<file path="src/rtl/reg_file_pkg.sv">
// reg_file_pkg: shared constants and address type for the register file.
// Default geometry, status counter width, and the default address type.
package reg_file_pkg;

  localparam int DEFAULT_WIDTH  = 8;
  localparam int DEFAULT_DEPTH  = 8;
  localparam int COUNT_W        = 16;
  localparam int DEFAULT_ADDR_W = $clog2(DEFAULT_DEPTH);

  typedef logic [DEFAULT_ADDR_W-1:0] reg_addr_t;

endpackage

</file>
<file path="src/rtl/reg_file_read_port.sv">
// reg_file_read_port: combinational read mux with zero-register masking.
// Ports: mem (array), rd_addr, wr_commit/wr_addr/wr_data (forwarding), rd_data.
// Macro REG_FILE_BYPASS_EN enables write-to-read forwarding.
module reg_file_read_port
  import reg_file_pkg::*;
#(
  parameter int WIDTH    = DEFAULT_WIDTH,
  parameter int DEPTH    = DEFAULT_DEPTH,
  parameter int ADDR_W   = $clog2(DEPTH),
  parameter int ZERO_REG = 0
) (
  input  logic [DEPTH-1:0][WIDTH-1:0] mem,
  input  logic [ADDR_W-1:0]           rd_addr,
  input  logic                        wr_commit,
  input  logic [ADDR_W-1:0]           wr_addr,
  input  logic [WIDTH-1:0]            wr_data,
  output logic [WIDTH-1:0]            rd_data
);

`ifndef REG_FILE_BYPASS_EN
  logic unused_fwd;
  assign unused_fwd = ^{wr_commit, wr_addr, wr_data};
`endif

  always_comb begin
    rd_data = mem[rd_addr];
`ifdef REG_FILE_BYPASS_EN
    if (wr_commit && (wr_addr == rd_addr)) begin
      rd_data = wr_data;
    end
`endif
    // Masking last: register 0 reads zero even over a forwarded value.
    if ((ZERO_REG != 0) && (rd_addr == '0)) begin
      rd_data = '0;
    end
  end

endmodule

</file>
<file path="src/rtl/reg_file_param.sv">
// reg_file_param: DEPTH x WIDTH register file, 1 sync write, 2 comb reads.
// Ports: clk, reset (sync, active-high), write_en/addr/data,
//   read_addr1/2 -> read_data1/2, busy (cycle after a write),
//   write_count (saturating). Macro REG_FILE_BYPASS_EN adds forwarding.
module reg_file_param
  import reg_file_pkg::*;
#(
  parameter int WIDTH    = DEFAULT_WIDTH,
  parameter int DEPTH    = DEFAULT_DEPTH,
  parameter int ADDR_W   = $clog2(DEPTH),
  parameter int ZERO_REG = 0
) (
  input  logic               clk,
  input  logic               reset,
  input  logic               write_en,
  input  logic [ADDR_W-1:0]  write_addr,
  input  logic [WIDTH-1:0]   write_data,
  input  logic [ADDR_W-1:0]  read_addr1,
  input  logic [ADDR_W-1:0]  read_addr2,
  output logic [WIDTH-1:0]   read_data1,
  output logic [WIDTH-1:0]   read_data2,
  output logic               busy,
  output logic [COUNT_W-1:0] write_count
);

  logic [DEPTH-1:0][WIDTH-1:0] mem;
  logic                        zero_hit;
  logic                        commit;

  assign zero_hit = (ZERO_REG != 0) && (write_addr == '0);
  // Reset discards the write outright, so it never commits.
  assign commit   = write_en && !reset && !zero_hit;

  always_ff @(posedge clk) begin
    if (reset) begin
      mem         <= '0;
      busy        <= 1'b0;
      write_count <= '0;
    end else begin
      busy <= commit;
      if (commit) begin
        mem[write_addr] <= write_data;
        if (write_count != '1) begin
          write_count <= write_count + 1'b1;
        end
      end
    end
  end

  reg_file_read_port #(
    .WIDTH    (WIDTH),
    .DEPTH    (DEPTH),
    .ADDR_W   (ADDR_W),
    .ZERO_REG (ZERO_REG)
  ) u_rp1 (
    .mem       (mem),
    .rd_addr   (read_addr1),
    .wr_commit (commit),
    .wr_addr   (write_addr),
    .wr_data   (write_data),
    .rd_data   (read_data1)
  );

  reg_file_read_port #(
    .WIDTH    (WIDTH),
    .DEPTH    (DEPTH),
    .ADDR_W   (ADDR_W),
    .ZERO_REG (ZERO_REG)
  ) u_rp2 (
    .mem       (mem),
    .rd_addr   (read_addr2),
    .wr_commit (commit),
    .wr_addr   (write_addr),
    .wr_data   (write_data),
    .rd_data   (read_data2)
  );

endmodule

</file>
<file path="config.mk">
export PLATFORM = sky130hd
export DESIGN_NAME = reg_file_param
export DESIGN_NICKNAME = d
export VERILOG_FILES = /design/src/rtl/reg_file_pkg.sv /design/src/rtl/reg_file_read_port.sv /design/src/rtl/reg_file_param.sv
export SDC_FILE = /design/constraint.sdc
export NUM_CORES = 1
export LEC_CHECK = 0
export ABC_AREA = 1
export CAP_MARGIN = 20
export CORE_ASPECT_RATIO = 1.75
export CORE_UTILIZATION = 60
export DETAILED_ROUTE_END_ITERATION = 7
export PLACE_DENSITY = 0.85
export SYNTH_ARGS = -nofsm -noshare
export SYNTH_HDL_FRONTEND = slang
export SYNTH_SLANG_ARGS = --single-unit
</file>
<file path="constraint.sdc">
create_clock -name clk -period 4.1 [get_ports clk]
set_input_delay 0.41 -clock clk [delete_from_list [all_inputs] [get_ports clk]]
set_output_delay 0.41 -clock clk [all_outputs]
set_load 0.01 [all_outputs]
</file>
# ---- Yosys cells after proc, flatten, opt, wreduce, memory -nomap -nowiden
# Index checks and enable logic that the tools add are counted.
dict set report totals {
  register_bits 81
  input_bits 20
  output_inout_bits 33
}
dict set report op_classes {
  addsub 1
  order_cmp 4
  n_eq_ne 1
  n_mux 7
  reduce_logical 4
}
# operator count
set op_table {}
lappend op_table {{64-bit bitwise mux} 1}
lappend op_table {{8-bit binary-select mux with 3-bit select} 2}
lappend op_table {{8-bit demux with 3-bit select} 1}
lappend op_table {{8-bit 2-to-1 mux} 3}
lappend op_table {{16-bit by 1-bit adder with 16-bit output (second input constant)} 1}
lappend op_table {{16-bit inequality test (second input constant)} 1}
lappend op_table {{3-bit by 4-bit < comparator with 1-bit output (second input constant)} 3}
lappend op_table {{3-bit by 1-bit >= comparator with 1-bit output (second input constant)} 1}
lappend op_table {{1-bit logical AND} 2}
lappend op_table {{2-bit AND reduction} 1}
lappend op_table {{1-bit logical NOT} 1}

# ---- Longest topological paths before layout
dict set report logic_depth {
  depth_word 5
  depth_mapped 10
  ltp_nobuf 9
}

# ---- By module
# Synthesis repeated with hierarchy kept, for this count alone.
dict set report unflattened {
  cells_unflattened 870
  area_unflattened_um2 5122.4
}
# mod instances cells_each area_each_um2
set by_module_without_submodules {}
lappend by_module_without_submodules {reg_file_param 1 442 3255.6}
lappend by_module_without_submodules {reg_file_read_port 2 214 933.4}

# ---- Worst setup path before layout
# Ideal clock, no wire load.
dict set report synth_timing {
  path_type {input to output}
  startpoint {in read_addr1[0]}
  endpoint {out read_data1[5]}
  t_arrival_ns 1.182
  required_time_ns 3.690
  setup_slack_ns 2.508
  path_stages 6
  n_path_buf 1
  cell_sequence {inv_1 clkbuf_1 nor2_1 o21ai_0 nand2_1 nand2_1}
}
dict set report synth_via {
  elab_chain_len 2
}
# item line_no
set synth_lines {}
lappend synth_lines {{start, declared} reg_file_param.sv:18} ;# input logic [ADDR_W-1:0] read_addr1,
lappend synth_lines {{8-bit binary-select mux with 3-bit select} reg_file_read_port.sv:26} ;# rd_data = mem[rd_addr];
lappend synth_lines {{8-bit 2-to-1 mux (not written as such)} reg_file_read_port.sv:26}
lappend synth_lines {{end, declared} reg_file_param.sv:20} ;# output logic [WIDTH-1:0] read_data1,
# Every way passes these cells. The select of a mux whose other input is x is not followed.

# ---- Worst setup path in the final report
dict set report layout_timing {
  startpoint {in read_addr2[1]}
  endpoint {out read_data2[3]}
}
dict set report layout_via {
  elab_chain_len 2
}
# item line_no
set layout_lines {}
lappend layout_lines {{start, declared} reg_file_param.sv:19} ;# input logic [ADDR_W-1:0] read_addr2,
lappend layout_lines {{8-bit binary-select mux with 3-bit select} reg_file_read_port.sv:26}
lappend layout_lines {{8-bit 2-to-1 mux (not written as such)} reg_file_read_port.sv:26}
lappend layout_lines {{end, declared} reg_file_param.sv:21} ;# output logic [WIDTH-1:0] read_data2,
# Every way passes these cells. The select of a mux whose other input is x is not followed.

==> results.toml <==
[synthesis]
yosysMostFrequentCell = "nor2_1"
synth_edf_count = 0
async_flop_share_pct = 0
ys_types = 18
synth_top_area_cell = "dfxtp_1"
ys_warn_count = 0
postSynthAreaPerCell_um2 = 6.282
synth.top_cell.area_share_pct = 38.24
synth_cells = 675
ys_ff_latch = 81
seq_area_frac_synth_pct = 38.24
syn_nets = 696
synth_ff_type = "dfxtp_1"
synth_common_cells = "nor2_1, o21ai_0, nand2_1"
synth_area_mm2 = 0.004240
synthTopCellsByArea = "dfxtp_1, o21ai_0, nor2_1, nand2_1, a21oi_1"

[clock_tree]
htreeDepth = 3
cts_sinks = 81
cts_root_buf = "clkbuf_16"
postCtsSetupBuffers = 0
cts_buffers = 9
tritoncts = "built"
cts_buffer_depth = 2
cts_hold_buf = 0
path_clk_slew_ns = 0.06
cts.repair.resized = 0
clock_latency_ns = 0.34

[status]
status = "complete, no violations"

[pwr]
p_switching_uw = 457.2
p_int_mw = 1.473
vdd_ir_drop_max_v = 0.0002384
seqPwrFrac_pct = 42.2
p_sw_share_pct = 23.69
p_per_area_mw_per_mm2 = 379.6
power.leakage_nw = 1.993
pwr-share-clk_pct = 45.9
combinationalPowerShare_pct = 11.9

[die]
die_x_um = 65.55
num_rows = 40
die_area_mm2 = 0.007421
core_mm2 = 0.006857
io_pins = 53
fp.dieH_um = 113.2
initial_core_util_pct = 61.84

[worst_setup_path]
cp.arrival_ns = 2.84
endpoint_kind = "output pin"
crit_required_ns = 3.69
reg2reg_slack_ns = 2.16
startpoint_type = "input pin"
cp_max_fo = 32
reg2reg_from = "write_count[0]$_SDFFE_PP0P_"
path_class = "input pin to output pin"
r2r-end = "write_count[2]$_SDFFE_PP0P_"
worstRegToRegCells = 9

[timing]
max_slew_margin_pct = 24.98
post-route-min-period_ns = 3.246
rsz0062_at_grt = "no"
hold_violations = 0
finalSetupTns_ns = 0
fin_skew_ns = 0.004005
slew_viol_final = 0
setup_viol = 0
max_freq_mhz = 308.1
finalCritPeriodShare_pct = 79.17
tightest_slew_ns = 1.122

[detailed_routing]
antenna_left = 0
routed_wl_um = 12880
viasPerCell = 5.913
initialDrtViolationCount = 512
drc_errors = 0
dr.pass1.iters = 6
route.vias.total = 4713
post_drt_wl_per_cell_um = 16.16

[hold_path]
hold_start = "mem[15]$_SDFFE_PP0P_"
hold_depth = 2
hp-class = "register to register"
worstHoldEndpoint = "mem[15]$_SDFFE_PP0P_"

[final_layout]
antenna_cells = 0
layout.nets = 730
syn2layout_area_growth_pct = 19.92
drive_gt1_share_pct = 5.189
final_util_pct = 74.16
n_fill_cell = 608

[grt]
grt_max_degree = 81
grtUsageTotal_pct = 36.90
grt_pass1_wl_um = 20710
overflow = 0
grt.busiest_layer = "met2"
grt_pass1_vias = 4402
antenna_found_initial = 0
grt_use_met2_pct = 62.54
grt_use_met3_pct = 7.460
grt_use_met1_pct = 39.29

[placement]
dp_hpwl_um = 9036
gp_congestion = 0.9378
portBuffers = 52

[flow_run]
max_cap_viol_count = 0
==> worst max-delay path, stage by stage <==
cell             delay [ns]
clkdlybuf4s50_1        1.21
o21ai_0                0.25
o21ai_0                0.24
nand2_1                0.07
nand2_1                0.09
clkdlybuf4s50_1        0.55
==> layout make-up <==
cell class | instances | area [µm²] | area share [%]
multi-input cells | 517 | 2312 | 45.47
flip-flops and latches | 81 | 1622 | 31.89
repair buffers | 56 | 550.5 | 10.83
clock buffers | 13 | 270.3 | 5.315
inverters | 44 | 165.2 | 3.248
well taps | 84 | 105.1 | 2.067
clock inverters | 2 | 60.06 | 1.181
==> layout by cell type (no fill, tap or decap), drive strengths merged <==
master         netlist  routed
a21oi               63      63
buf                 11       4
bufinv               0       2
clkbuf              22      13
clkdlybuf4s50        0      52
dfxtp               81      81
ha                   1       1
inv                 44      44
nand2               98      98
nand3               20      20
nor2               172     172
nor3                 2       2
o21ai              161     161
==> metrics by stage <==
step / hold slack (ns) / instance area, µm² / power, mW / instances / worst slack [ns]
floorplan: 0.4496 / 4240 / 0.9586 / 675 / 2.508
global placement: 0.4665 / 4755 / 1.049 / 782 / 1.013
detailed placement: 0.4698 / 4755 / 1.055 / 782 / 0.9250
CTS: 0.4789 / 5085 / 1.930 / 797 / 0.9238
global route: 0.5110 / 5085 / 1.988 / 797 / 0.7297
finish: 0.4756 / 5085 / 1.930 / 797 / 0.8538
==> state kept, by name, summed over array words and instances, names as in the netlist <==
| signal | cells |
|---|---|
| mem | 64 |
| busy | 1 |
| write_count | 16 |
==> worst max path at each step <==
stage / from / end / slack [ns]
floorplan: read_addr1[0] / read_data1[5] / 2.51
global placement: read_addr1[1] / read_data1[0] / 1.01
detailed placement: read_addr1[1] / read_data1[0] / 0.92
CTS: read_addr1[1] / read_data1[0] / 0.92
global route: read_addr1[1] / read_data1[4] / 0.73
finish: read_addr2[1] / read_data2[3] / 0.85
==> power groups by stage <==
stage	clock (mW)	sequential (mW)	combinational, mW
floorplan	0	0.829	0.130
global placement	0	0.831	0.218
detailed placement	0	0.831	0.224
CTS	0.890	0.814	0.226
global route	0.918	0.816	0.254
finish	0.885	0.815	0.230
==> routing by layer <==
metal,share of wire [%],vias to the layer above,wire length [µm]
met5,0,-,0
met4,6.9,0,892
met3,6.5,61,835
met2,50,245,6458
met1,36,2128,4695
li1,-,2279,-
==> cell families after synthesis <==
group | after synthesis | share of synthesized area, %
AND/OR/NAND/NOR | 292 | 27.80
AO/OA/AOI/OAI | 224 | 26.44
flip-flops | 81 | 38.24
buffers and inverters | 77 | 7.229
adder cells (fa/ha/maj) | 1 | 0.2950
No activity file was read; power rests on OpenSTA's default activity.
